`src/rtl/vec_mag_arbiter.sv`:
```
// rtl/vec_mag_arbiter.sv - round-robin sharing of one vector-magnitude core with in-order result steering
module vec_mag_arbiter #(
    parameter int NUM_SRC      = 4,
    parameter int COORD_WIDTH  = 8,
    parameter int RES_WIDTH    = 8,
    parameter int MAX_INFLIGHT = 8
) (
    input  logic                                 aclk,
    input  logic                                 aresetn,
    input  logic [NUM_SRC*4*COORD_WIDTH-1:0]     s_axis_tdata,
    input  logic [NUM_SRC-1:0]                   s_axis_tvalid,
    output logic [NUM_SRC-1:0]                   s_axis_tready,
    output logic [4*COORD_WIDTH-1:0]             m_core_tdata,
    output logic                                 m_core_tvalid,
    output logic                                 m_core_tlast,
    input  logic                                 m_core_tready,
    input  logic [RES_WIDTH-1:0]                 s_core_tdata,
    input  logic                                 s_core_tvalid,
    output logic                                 s_core_tready,
    output logic [NUM_SRC*RES_WIDTH-1:0]         m_axis_tdata,
    output logic [NUM_SRC-1:0]                   m_axis_tvalid,
    output logic [NUM_SRC-1:0]                   m_axis_tlast,
    input  logic [NUM_SRC-1:0]                   m_axis_tready,
    output logic [$clog2(MAX_INFLIGHT):0]        inflight,
    output logic                                 err_orphan
);

    localparam int BEAT_W = 4 * COORD_WIDTH;
    localparam int SRC_W  = $clog2(NUM_SRC);
    localparam int PTR_W  = $clog2(MAX_INFLIGHT);
    localparam int CNT_W  = PTR_W + 1;

    logic                 issue_valid;
    logic [BEAT_W-1:0]    issue_data;
    logic [SRC_W-1:0]     rr_ptr;
    logic [SRC_W-1:0]     tag_mem [MAX_INFLIGHT];
    logic [PTR_W-1:0]     wr_ptr;
    logic [PTR_W-1:0]     rd_ptr;
    logic [CNT_W-1:0]     count;

    logic                 can_load;
    logic                 fifo_full;
    logic                 fifo_empty;
    logic                 grant_ok;
    logic                 grant;
    logic                 sel_found;
    logic [SRC_W-1:0]     sel_idx;
    logic [SRC_W:0]       cand;
    logic [SRC_W-1:0]     head;
    logic [SRC_W-1:0]     rr_next;
    logic                 push;
    logic                 pop;

    assign can_load   = !issue_valid || m_core_tready;
    assign fifo_full  = (count == CNT_W'(MAX_INFLIGHT));
    assign fifo_empty = (count == '0);
    // Uses the registered count, so a pop in the full cycle does not open a grant slot.
    assign grant_ok   = aresetn && can_load && !fifo_full;

    always_comb begin
        sel_found = 1'b0;
        sel_idx   = '0;
        cand      = '0;
        for (int k = 0; k < NUM_SRC; k++) begin
            cand = {1'b0, rr_ptr} + (SRC_W+1)'(k);
            if (cand >= (SRC_W+1)'(NUM_SRC)) begin
                cand = cand - (SRC_W+1)'(NUM_SRC);
            end
            if (!sel_found && s_axis_tvalid[cand[SRC_W-1:0]]) begin
                sel_found = 1'b1;
                sel_idx   = cand[SRC_W-1:0];
            end
        end
    end

    assign grant   = grant_ok && sel_found;
    assign push    = grant;
    assign rr_next = (sel_idx == SRC_W'(NUM_SRC - 1)) ? '0 : sel_idx + SRC_W'(1);

    always_comb begin
        s_axis_tready = '0;
        if (grant) begin
            s_axis_tready[sel_idx] = 1'b1;
        end
    end

    assign head = tag_mem[rd_ptr];

    // Head-of-line: only the oldest tag's requester can accept, stalling everyone behind it.
    always_comb begin
        m_axis_tvalid = '0;
        s_core_tready = 1'b0;
        if (!fifo_empty) begin
            m_axis_tvalid[head] = s_core_tvalid;
            s_core_tready       = m_axis_tready[head];
        end
    end

    assign pop          = s_core_tvalid && s_core_tready;
    assign m_axis_tlast = m_axis_tvalid;
    assign m_axis_tdata = {NUM_SRC{s_core_tdata}};
    assign m_core_tdata  = issue_data;
    assign m_core_tvalid = issue_valid;
    assign m_core_tlast  = 1'b1;
    assign inflight      = count;

    always_ff @(posedge aclk) begin
        if (!aresetn) begin
            issue_valid <= 1'b0;
            issue_data  <= '0;
            rr_ptr      <= '0;
            wr_ptr      <= '0;
            rd_ptr      <= '0;
            count       <= '0;
            err_orphan  <= 1'b0;
        end else begin
            if (grant) begin
                issue_valid <= 1'b1;
                issue_data  <= s_axis_tdata[sel_idx*BEAT_W +: BEAT_W];
                rr_ptr      <= rr_next;
            end else if (m_core_tready) begin
                issue_valid <= 1'b0;
            end
            if (push) begin
                wr_ptr <= wr_ptr + PTR_W'(1);
            end
            if (pop) begin
                rd_ptr <= rd_ptr + PTR_W'(1);
            end
            case ({push, pop})
                2'b10:   count <= count + CNT_W'(1);
                2'b01:   count <= count - CNT_W'(1);
                default: count <= count;
            endcase
            if (fifo_empty && s_core_tvalid) begin
                err_orphan <= 1'b1;
            end
        end
    end

    // Tag storage needs no reset: pointers and count define which entries are live.
    always_ff @(posedge aclk) begin
        if (push) begin
            tag_mem[wr_ptr] <= sel_idx;
        end
    end

endmodule

```
`config.mk`:
```
export PLATFORM = sky130hd
export DESIGN_NAME = vec_mag_arbiter
export DESIGN_NICKNAME = d
export VERILOG_FILES = /design/src/rtl/vec_mag_arbiter.sv
export SDC_FILE = /design/constraint.sdc
export NUM_CORES = 1
export LEC_CHECK = 0
export ABC_CLOCK_PERIOD_IN_PS = 7150
export CAP_MARGIN = 20
export CORE_MARGIN = 2
export CORE_UTILIZATION = 40
export CTS_CLUSTER_SIZE = 28
export DETAILED_ROUTE_END_ITERATION = 10
export PLACE_DENSITY = 0.86
export RECOVER_POWER = 50
export SYNTH_ARGS = -nofsm -noshare
export SYNTH_HDL_FRONTEND = slang
export SYNTH_SLANG_ARGS = --single-unit
```
`constraint.sdc`:
```
create_clock -name aclk -period 7.15 [get_ports aclk]
set_input_delay 2.145 -clock aclk [delete_from_list [all_inputs] [get_ports aclk]]
set_output_delay 2.145 -clock aclk [all_outputs]
set_load 0.01 [all_outputs]
```
==> metrics.md <==
| Metric | Value |
|---|---|
| FILL cells | 739 |
| Wirelength per Cell | 15.7 µm |
| Final HPWL DP | 8510 µm |
| #FFs+latches synth | 65 |
| Final setup TNS | 0 ps |
| Area growth syn-to-layout | 51.3% |
| Setup crit start | s_axis_tvalid[0] |
| Largest net degree at the start of global routing | 65 |
| Cell Area, Placed | 5460 µm² |
| Mean number of vias per cell | 5.19 |
| Die area | 10100 µm² |
| Setup Buffers After CTS | 0 |
| Pre-CTS WS | 420 ps |
| Initial antenna violation count | 0 |
| Leakage | 2.49 nW |
| Synth warnings | 0 |
| Final Instance Area | 5650 µm² |
| Skew-Pair Late Insertion Delay | 360 ps |
| Gpl congestion | 0.867 |
| GRT busiest layer | met2 |
| Mapped Nets | 626 |
| Synth top cells by count | 144 x nand2_1, 70 x a21oi_1, 49 x dfxtp_1 |
| Num ports | 232 |
| Nets | 766 |
| N_diodes | 0 |
| Initial Util | 40.8% |
| Clock sink count | 65 |
| Max_slew headroom | -4.65% |
| 1st-iter DRT viols | 136 |
| DRC errors left | 0 |
| Final hold slack | 464 ps |
| Die width | 101 µm |
| Largest cells by area after synthesis | dfxtp_1 26%, nand2_1 14%, edfxtp_1 13%, a21oi_1 9.4%, a211o_1 7.5% |
| Mapped cell area | 3740 µm² |
| CTS max path bufs | 2 |
| Core Area | 9150 µm² |
| Tot Pwr | 1.42 mW |
| Post-synthesis sequential area ratio | 39.1% |
| Synth top area share | 26.3% |
| Synth area leader | dfxtp_1 |
| CTS tree | done |
| GRT Util Overall | 21.8% |
| Pwr/cell area | 252 nW/µm² |
| EDFF count, synth | 16 |
| GRT overflow | 0 |
| Clk_skew | 15.1 ps |
| Sequential Area | 1460 µm² |
| CP endpoint kind | output port |
| Hold Violations, Final | 0 |
| Main synth FF type | dfxtp_1 |
| Die Ht | 101 µm |
| Max Cap Viol | 1 |
| GRT met1 Usage | 23.8% |
| Min-Delay Startpoint | m_core_tdata[18] |
| Routed Antenna Nets | 0 |
| Hold buffers post-CTS | 0 |
| CP startpoint kind | primary input |
| Inserted Clock Buffers | 9 |
| RSZ-0062 raised after global routing | false |
| Crit path DAT | 4690 ps |
| Final WL | 11400 µm |
| Post-synth cell types | 40 |
| Final setup margin | 319 ps |
| Drt pass-1 iters | 5 |
| Synth Area per Inst | 7.97 µm² |
| Max-slew violation count | 40 |
| Worst path required time | 5010 ps |
| Max Fclk | 0.146 GHz |
| Status | finished with violations |
| Share of layout cells above drive strength 1 | 5.21% |
| Worst slew pin tran | 1570 ps |
| GRT met3 Usage | 7.21% |
| Setup violations, final | 0 |
| Met2 Track Usage GR | 37.4% |
| Failing checks | capacitance limit, slew limit |
| Vias in the first global route | 3689 |
| CTS Root Cell | clkbuf_8 |
| Post-layout minimum cycle time | 6830 ps |
| CTS H-tree depth | 3 |
| Setup CP Type | primary input to output port |
| Post-Synthesis Cells | 469 |
| PortBufs | 190 |
| Worst Hold Class | flip-flop to flip-flop |
| Most frequent cell after synthesis | nand2_1 |
| Vias | 3766 |
| CTS-repair resized insts | 0 |
| Peak supply drop | 0.000130 V |
| Worst-path fanout max | 36 |
| Period utilisation layout | 95.5% |
| Async set-reset flop share out of synthesis | 0% |
| First-pass GRT wire length | 17300 µm |
| Multi-input logic area | 1870 µm² |
| Site Rows | 35 |
| Reg clk slew, reported paths | 80 ps |
-- cells by family after synthesis --
kind of cell	synth area share, %
and+or+nand+nor	21.5
xor gates and xnor gates	1.41
other	0.100
buffers and inverters	11.1
muxes	4.55
adders and majority gates	3.01
AOI/OAI and AO/OA	19.2
DFF	39.1
-- state kept, by name, indices dropped and copies added, names as in the netlist, named ones only --
register and flops:
m_core_tdata 32, tag_mem 16, inflight 4, rd_ptr 3, wr_ptr 3, rr_ptr 2, err_orphan 1, m_core_tvalid 1
-- final timing paths --
check / end / slack [ps] / depth (start not counted)
min: m_core_tdata[18] / 460 / 1
max: s_axis_tready[3] / 320 / 8
min reg2reg: m_core_tdata[18] / 460 / 1
max reg2reg: inflight[2] / 3750 / 12
-- power breakdown --
group          internal (mW)  switching [mW]  leakage [nW]  total [mW]
sequential             0.454          0.0535         0.550       0.508
clock                  0.154           0.167         0.101       0.321
combinational          0.301           0.293          1.84       0.594
-- per-stage QoR --
step,util [%],instances
2_1_floorplan,-,469
4_1_cts,61.8,725
3_3_place_gp,59.3,708
3_5_place_dp,59.6,709
6_report,61.7,725
5_1_grt,61.7,725
-- per-layer routing --
metal	share of wire [%]	up-vias	wire, µm
met5	0	-	0
met4	4.0	0	455
met3	8.4	32	957
met2	50	158	5740
met1	37	1740	4220
li1	-	1836	-
-- cell usage in the layout, fill, tap and decap left out, drive strengths merged, types with 6 or more instances in the layout --
cell type | synthesis | layout
clkdlybuf4s50 | 0 | 149
inv | 5 | 10
nor2b | 7 | 7
nor2 | 10 | 10
dfxtp | 49 | 49
a211o | 32 | 32
a21oi | 70 | 70
dlygate4sd3 | 0 | 41
o21ai | 7 | 7
and2 | 6 | 6
ha | 9 | 9
edfxtp | 16 | 16
nand2 | 145 | 145
clkbuf | 21 | 11
-- cell type report --
type	count	share of cell area, %
repair buffers	195	34.6
multi-input cells	333	33.2
flip-flops and latches	65	25.9
clock buffers	10	2.63
well taps	111	2.46
clock inverters	6	0.952
inverters	5	0.332
-- critical path, cell delays in order --
cell	delay (ps)
dlygate4sd3_1	600
a21oi_1	170
o21a_1	170
o22ai_4	90
inv_2	460
ha_1	280
and3_1	200
clkdlybuf4s50_1	560
No activity file was read; power rests on OpenSTA's default activity.
